==> src/rtl/tc_bank.sv <==
`default_nettype none
// +--------------------------------------------------------------------------+
// | Module   : tc_bank                                                        |
// | Summary  : bank of NUM_CH independent down-counting timers with per-     |
// |            channel CTRL/PRESET/COUNT/STATUS registers and masked IRQs.   |
// |            Optional macro TC_BANK_PRESCALE_EN adds an 8-bit prescaler     |
// |            per channel, configured through CTRL[15:8].                    |
// | Revision : 1.0                                                            |
// +--------------------------------------------------------------------------+
module tc_bank #(
  parameter int NUM_CH = 2,
  parameter int CNT_W  = 32
) (
  input  logic              clk,
  input  logic              reset,
  input  logic [3:0]        Addr,
  input  logic              WE,
  input  logic [31:0]       Din,
  output logic [31:0]       Dout,
  output logic [NUM_CH-1:0] IRQ
);

  localparam logic [1:0] REG_CTRL   = 2'd0;
  localparam logic [1:0] REG_PRESET = 2'd1;
  localparam logic [1:0] REG_COUNT  = 2'd2;
  localparam logic [1:0] REG_STATUS = 2'd3;

`ifdef TC_BANK_PRESCALE_EN
  localparam logic [15:0] CTRL_MASK = 16'hFF0F;
`else
  localparam logic [15:0] CTRL_MASK = 16'h000F;
`endif

  localparam logic [CNT_W-1:0] CNT_ONE = CNT_W'(1);

  typedef enum logic [1:0] {
    ST_IDLE = 2'd0,
    ST_LOAD = 2'd1,
    ST_CNT  = 2'd2,
    ST_INT  = 2'd3
  } state_t;

  logic [1:0]  ch_sel;
  logic [1:0]  reg_sel;
  logic [31:0] rd_data [NUM_CH];
  logic        unused_din;

  assign ch_sel     = Addr[3:2];
  assign reg_sel    = Addr[1:0];
  // Upper Din bits only matter for some CNT_W / macro settings.
  assign unused_din = ^Din;

  for (genvar i = 0; i < NUM_CH; i++) begin : g_ch
    state_t           state_q, state_d;
    logic [15:0]      ctrl_q, ctrl_d;
    logic [CNT_W-1:0] preset_q, preset_d;
    logic [CNT_W-1:0] count_q, count_d;
    logic             pend_q, pend_d;
`ifdef TC_BANK_PRESCALE_EN
    logic [7:0]       psc_q, psc_d;
`endif
    logic             sel;
    logic             wr_ctrl;
    logic             wr_preset;
    logic             wr_status;
    logic             en;
    logic [1:0]       mode;
    logic             cnt_zero;
    logic [31:0]      rd_w;

    assign sel       = (ch_sel == 2'(i));
    assign wr_ctrl   = WE & sel & (reg_sel == REG_CTRL);
    assign wr_preset = WE & sel & (reg_sel == REG_PRESET);
    assign wr_status = WE & sel & (reg_sel == REG_STATUS);
    assign en        = ctrl_q[0];
    assign mode      = ctrl_q[2:1];
    assign cnt_zero  = (count_q == '0);

    always_comb begin
      state_d  = state_q;
      ctrl_d   = ctrl_q;
      preset_d = preset_q;
      count_d  = count_q;
      pend_d   = pend_q;
`ifdef TC_BANK_PRESCALE_EN
      psc_d    = psc_q;
`endif

      // Clear first so a same-edge hardware set below takes priority.
      if (wr_status && Din[0]) begin
        pend_d = 1'b0;
      end

      case (state_q)
        ST_IDLE: begin
          if (en) begin
            state_d = ST_LOAD;
          end
        end
        ST_LOAD: begin
          count_d = preset_q;
`ifdef TC_BANK_PRESCALE_EN
          psc_d   = '0;
`endif
          state_d = ST_CNT;
        end
        ST_CNT: begin
          if (!en) begin
            state_d = ST_IDLE;
          end else if (!cnt_zero) begin
`ifdef TC_BANK_PRESCALE_EN
            if (psc_q == ctrl_q[15:8]) begin
              count_d = count_q - CNT_ONE;
              psc_d   = '0;
            end else begin
              psc_d   = psc_q + 8'd1;
            end
`else
            count_d = count_q - CNT_ONE;
`endif
          end else begin
            state_d = ST_INT;
            pend_d  = 1'b1;
          end
        end
        ST_INT: begin
          if (en && (mode == 2'b01)) begin
            state_d = ST_LOAD;
          end else begin
            ctrl_d[0] = 1'b0;
            state_d   = ST_IDLE;
          end
        end
        default: begin
          state_d = ST_IDLE;
        end
      endcase

      // Software writes come last so they override the hardware EN clear.
      if (wr_ctrl) begin
        ctrl_d = Din[15:0] & CTRL_MASK;
      end
      if (wr_preset) begin
        preset_d = Din[CNT_W-1:0];
      end
    end

    always_ff @(posedge clk or posedge reset) begin
      if (reset) begin
        state_q  <= ST_IDLE;
        ctrl_q   <= '0;
        preset_q <= '0;
        count_q  <= '0;
        pend_q   <= 1'b0;
`ifdef TC_BANK_PRESCALE_EN
        psc_q    <= '0;
`endif
      end else begin
        state_q  <= state_d;
        ctrl_q   <= ctrl_d;
        preset_q <= preset_d;
        count_q  <= count_d;
        pend_q   <= pend_d;
`ifdef TC_BANK_PRESCALE_EN
        psc_q    <= psc_d;
`endif
      end
    end

    always_comb begin
      case (reg_sel)
        REG_CTRL:   rd_w = {16'h0000, ctrl_q};
        REG_PRESET: rd_w = 32'(preset_q);
        REG_COUNT:  rd_w = 32'(count_q);
        default:    rd_w = {31'h0, pend_q};
      endcase
    end

    assign rd_data[i] = rd_w;
    assign IRQ[i]     = pend_q & ctrl_q[3];
  end

  // Channels at or beyond NUM_CH fall through to zero.
  always_comb begin
    Dout = '0;
    for (int j = 0; j < NUM_CH; j++) begin
      if (ch_sel == 2'(j)) begin
        Dout = rd_data[j];
      end
    end
  end

endmodule
`default_nettype wire

==> config.mk <==
export PLATFORM = sky130hd
export DESIGN_NAME = tc_bank
export DESIGN_NICKNAME = d
export VERILOG_FILES = /design/src/rtl/tc_bank.sv
export SDC_FILE = /design/constraint.sdc
export NUM_CORES = 1
export LEC_CHECK = 0
export ABC_AREA = 0
export CAP_MARGIN = 10
export CORE_UTILIZATION = 55
export DETAILED_ROUTE_END_ITERATION = 12
export GPL_TIMING_DRIVEN = 0
export HOLD_SLACK_MARGIN = 0.02
export PLACE_DENSITY = 0.85
export SETUP_SLACK_MARGIN = 0.2
export SLEW_MARGIN = 40
export SYNTH_ARGS = -nofsm -noshare
export SYNTH_HDL_FRONTEND = slang
export SYNTH_SLANG_ARGS = --single-unit
==> constraint.sdc <==
create_clock -name clk -period 8.9 [get_ports clk]
set_clock_uncertainty 0.15 [all_clocks]
set_input_delay 0.89 -clock clk [delete_from_list [all_inputs] [get_ports clk]]
set_output_delay 0.89 -clock clk [all_outputs]
set_load 0.02 [all_outputs]
Word level (Yosys, flattened, before mapping):

Index checks and enable logic that the tools add are counted.

* output and inout port bits: 34
* register bits: 142
* word-level logic and storage cells: 100
* input bits: 39

* mux-type cells: 34
* equal/unequal tests: 22
* add/subtract/negate cells: 2
* bitwise gates (word level): 10
* reduce and logical (&&, ||, !) cells: 20

Operator list (number)
* two-way mux 32 bit: 6
* one-hot mux 32 bit (3 select lines): 2
* one-hot mux 32 bit (2 select lines): 2
* logical NOT 32 bit: 2
* subtractor 32 x 1 -> 32 bit, second input constant: 2
* two-way mux 1 bit: 16
* != test 2 bit, second input constant: 8
* one-hot mux 2 bit (4 select lines): 2
* equality test 2 x 1 -> 1 bit, second input constant: 6
* equality test 2 bit, second input constant: 6
* two-way mux 2 bit: 6
* AND 1 bit: 10
* logical NOT 2 bit: 4
* AND reduction 2 bit: 4
* nonzero test 2 bit: 4
* != test 3 bit, second input constant: 2
* AND reduction 3 bit: 2
* logical AND 1 bit: 4

Depth between registers and ports, before layout:

* depth in word-level cells: 8
* gate-level depth with buffers: 9

Worst setup path after synthesis:

OpenSTA, ideal clock, no wires.

* path type: input to output
* start point: in Addr[1]
* end point: out Dout[19]
* data required time: 7860 ps
* path buffers: 3
* setup slack: 5325 ps
* arrival time: 2535 ps
* cell stages on the path: 6
* cells stage by stage: buf_1 > nor2b_1 > clkbuf_1 > buf_1 > a22oi_1 > o22ai_1

* cells in the longest elaborated chain, start to end: 4

RTL lines
* from (decl): RTL line 16 `input logic [3:0] Addr,`
* equality test 2 bit, or another cell as far along: RTL line 171 `case (reg_sel)`
* one-hot mux 32 bit (3 select lines): RTL line 171
* two-way mux 32 bit: RTL line 187 `if (ch_sel == 2'(j)) begin`
* two-way mux 32 bit *: RTL line 187
* to (decl): RTL line 19 `output logic [31:0] Dout,`

Every way passes the cells marked *; elsewhere a longest branch is shown, timed or not.

Worst setup path after layout:

* start point: in Addr[1]
* end point: out Dout[20]

Same word-level chain as after synthesis.

==> metrics.txt <==
Pleak=3.57 nW; mapped cell area=8190 um^2; Fin Setup TNS=0 ns; largest net degree at the start of global routing=77; endpoints failing setup=0; hold_buf cts=0; antenna violations before repair=0; routed vias/inst=7.25; DRC=0; H-tree depth=4; Synth Register Bits=142; switching share of power=42.8%; vias in the first global route=7563; top cells by area, synth=dfrtp_1, mux2_2, a22oi_1, o2bb2ai_1, a21oi_1; Flop pwr share=38.9%; combinational share of power=38.8%; Critical Path Fanout Max=10; Clock Tree Buf Depth=2; fillers=1142; CTS Buf Count=17; Antenna Violating Nets Remaining=0; Core Region=14500 um^2; Slew headroom=43.2%; fraction of layout instances using a drive strength above 1=13.6%; Crit path arrival time=4.39 ns; setup ws final=3.47 ns; Crit. Startpoint=Addr[1]; top cell type by total area after synthesis=dfrtp_1; Routed WL=27.7 mm; R2R Path End=g_ch[0].count_q[27]; first-pass GRT wire length=42.2 mm; Via Count=8154; Area growth, synth to finish=18.6%; die area=15400 um^2; Peak VDD IR=205 uV; P_sw=0.00130 W; Req. time, crit path=7.86 ns; syn_area_per_cell=9.80 um^2; Peak Freq=184 MHz; Starting DRT DRC Count=1296; worst r2r path cells=9; kind of path behind the tightest hold check=reg2reg; top cell type's share of synthesized area=43.4%; Cells after Synth=836; main flop type after synthesis=dfrtp_1; GRT Overall Usage=37.3%; clk slew on worst S/H paths=0.06 ns; Tcrit/Tclk final=61.0%; Clock power frac=22.3%; final net count=968; post-CTS setup buffer count=0; Startpoint Class=primary input; Crit. End Element=primary output; post-cts gate resize count=0; clk_lat worst skew=0.43 ns; sequential cell area=3550 um^2; IO Port Bufs=71; RSZ-0062 raised after global routing=false; Place WS=3.63 ns; IO Count=73; Cell variety after synth=61; total of max-cap violations=0; first-pass iteration count of the detailed router=8; dpl cells=1092; TritonCTS clock tree=done; Root Buffer Master=clkbuf_16; Slew Viols, Final=0; row count=44; Yosys warning count=0; CP Capture Point=Dout[20]; clk sink count=142; total nets after synthesis=877; CP Class=in2out; fin cells=1124; DIE HEIGHT=124 um; Power Dens Cells=311 nW/um^2; Tmin final=5.43 ns; FF-to-FF Start=g_ch[0].count_q[0]; number of synthesized flops with an enable pin=0; Post-synth ARST share=100%; routed len/inst=24.6 um; Worst-Margin Slew=0.844 ns; sequential fraction of the synthesis area=43.4%; Ant. Diodes=0; Die W=124 um; reg-to-reg slack, setup=5.40 ns; outcome=complete, no violations; Int Power=0.00173 W; dpl hpwl=19.3 mm; Starting Density=56.4%; RePlAce Congestion=0.964; footprint of the multi-input gates=4280 um^2; Final Hold Viols=0; grt ovf=0
[cell usage after synthesis, drive strengths merged, types with 3 or more instances]
cell / instances
a211oi: 6
a21oi: 48
a22o: 3
a22oi: 70
a2bb2oi: 11
a31oi: 7
and2: 3
and3: 3
and4: 3
buf: 19
clkbuf: 54
dfrtp: 142
inv: 12
mux2: 70
mux2i: 9
nand2: 33
nand2b: 4
nand3: 8
nand4: 12
nor2: 46
nor2b: 9
nor3: 32
nor3b: 4
nor4: 29
o211ai: 18
o21a: 3
o21ai: 46
o221ai: 16
o22ai: 30
o2bb2ai: 30
o31a: 3
o31ai: 7
o32ai: 3
or2: 6
or3: 7
or4: 6
or4b: 3
[cells by family after synthesis]
family                   Yosys count  share of synthesized area (%)
AND/OR/NAND/NOR                  211                           13.9
buffers and inverters             85                           4.37
AO/OA/AOI/OAI                    315                           26.8
multiplexers                      81                           11.3
adder cells (fa/ha/maj)            2                          0.305
flip-flops                       142                           43.4
[critical path, stage by stage]
cell             delay (ns)
clkdlybuf4s50_1        0.52
buf_1                  0.60
nor2b_1                0.28
clkbuf_1               0.46
buf_1                  0.45
a22oi_1                0.19
o22ai_1                0.31
clkdlybuf4s50_1        0.67
[state kept, by name (all words and copies together) (netlist names)]
name,count
g_ch.ctrl_q,8
g_ch.pend_q,2
g_ch.state_q,4
g_ch.preset_q,64
g_ch.count_q,64
[per-layer routing]
layer,track usage (%),vias up,wire (um)
met1,51.6,3973,10900
li1,-,3480,-
met5,0,-,0
met4,16.3,0,1000
met3,8.88,88,3400
met2,55.8,613,12400
[stage by stage]
stage | instance area, um^2 | hold slack (ns) | util [%] | power [W]
global route | 9720 | 0.394 | 66.9 | 0.00318
detailed placement | 9170 | 0.358 | 63.1 | 0.00229
finish | 9720 | 0.373 | 66.9 | 0.00303
global placement | 9130 | 0.347 | 62.8 | 0.00226
floorplan | 8190 | 0.322 | - | 0.00189
CTS | 9720 | 0.371 | 66.9 | 0.00298
[cell type report]
type / count / area share [%]
flip-flops and latches: 142 / 36.6
repair buffers: 72 / 7.59
well taps: 184 / 2.37
inverters: 12 / 0.541
plain buffers: 73 / 3.22
multi-input cells: 609 / 44.0
clock inverters: 14 / 1.26
clock buffers: 18 / 4.41
[power by group through the flow]
stage               Combinational [W]  Sequential, W  Clock (W)
floorplan                    0.000837        0.00106          0
global placement              0.00110        0.00116          0
detailed placement            0.00113        0.00116          0
CTS                           0.00114        0.00116   0.000676
global route                  0.00127        0.00120   0.000703
finish                        0.00117        0.00118   0.000676
[worst min-delay path by stage]
stage                         from                  end  slack, ns  cells after the start
5_1_grt        g_ch[0].count_q[31]  g_ch[0].count_q[31]       0.39                      1
3_5_place_dp     g_ch[0].ctrl_q[3]    g_ch[0].ctrl_q[3]       0.36                      1
2_1_floorplan  g_ch[0].count_q[31]  g_ch[0].count_q[31]       0.32                      1
3_3_place_gp   g_ch[0].count_q[31]  g_ch[0].count_q[31]       0.35                      1
4_1_cts          g_ch[0].ctrl_q[3]    g_ch[0].ctrl_q[3]       0.37                      1
6_report         g_ch[0].ctrl_q[3]    g_ch[0].ctrl_q[3]       0.37                      1
[cell usage in the layout (no fill, tap or decap), types with 6 or more instances in the layout]
cell type	n
dfrtp_1	142
clkdlybuf4s50_1	71
a22oi_1	70
mux2_2	70
clkbuf_1	55
a21oi_1	48
nor2_1	46
o21ai_0	36
nand2_1	33
nor3_1	32
o2bb2ai_1	30
o22ai_1	30
nor4_1	26
o211ai_1	18
clkbuf_16	17
o221ai_1	16
nand4_1	12
inv_1	11
a2bb2oi_1	11
buf_1	10
nor2b_1	9
o21ai_1	9
mux2i_1	9
nand3_1	8
or3_1	7
a31oi_1	7
o31ai_1	6
a211oi_1	6
(Power assumes the default switching activity.)
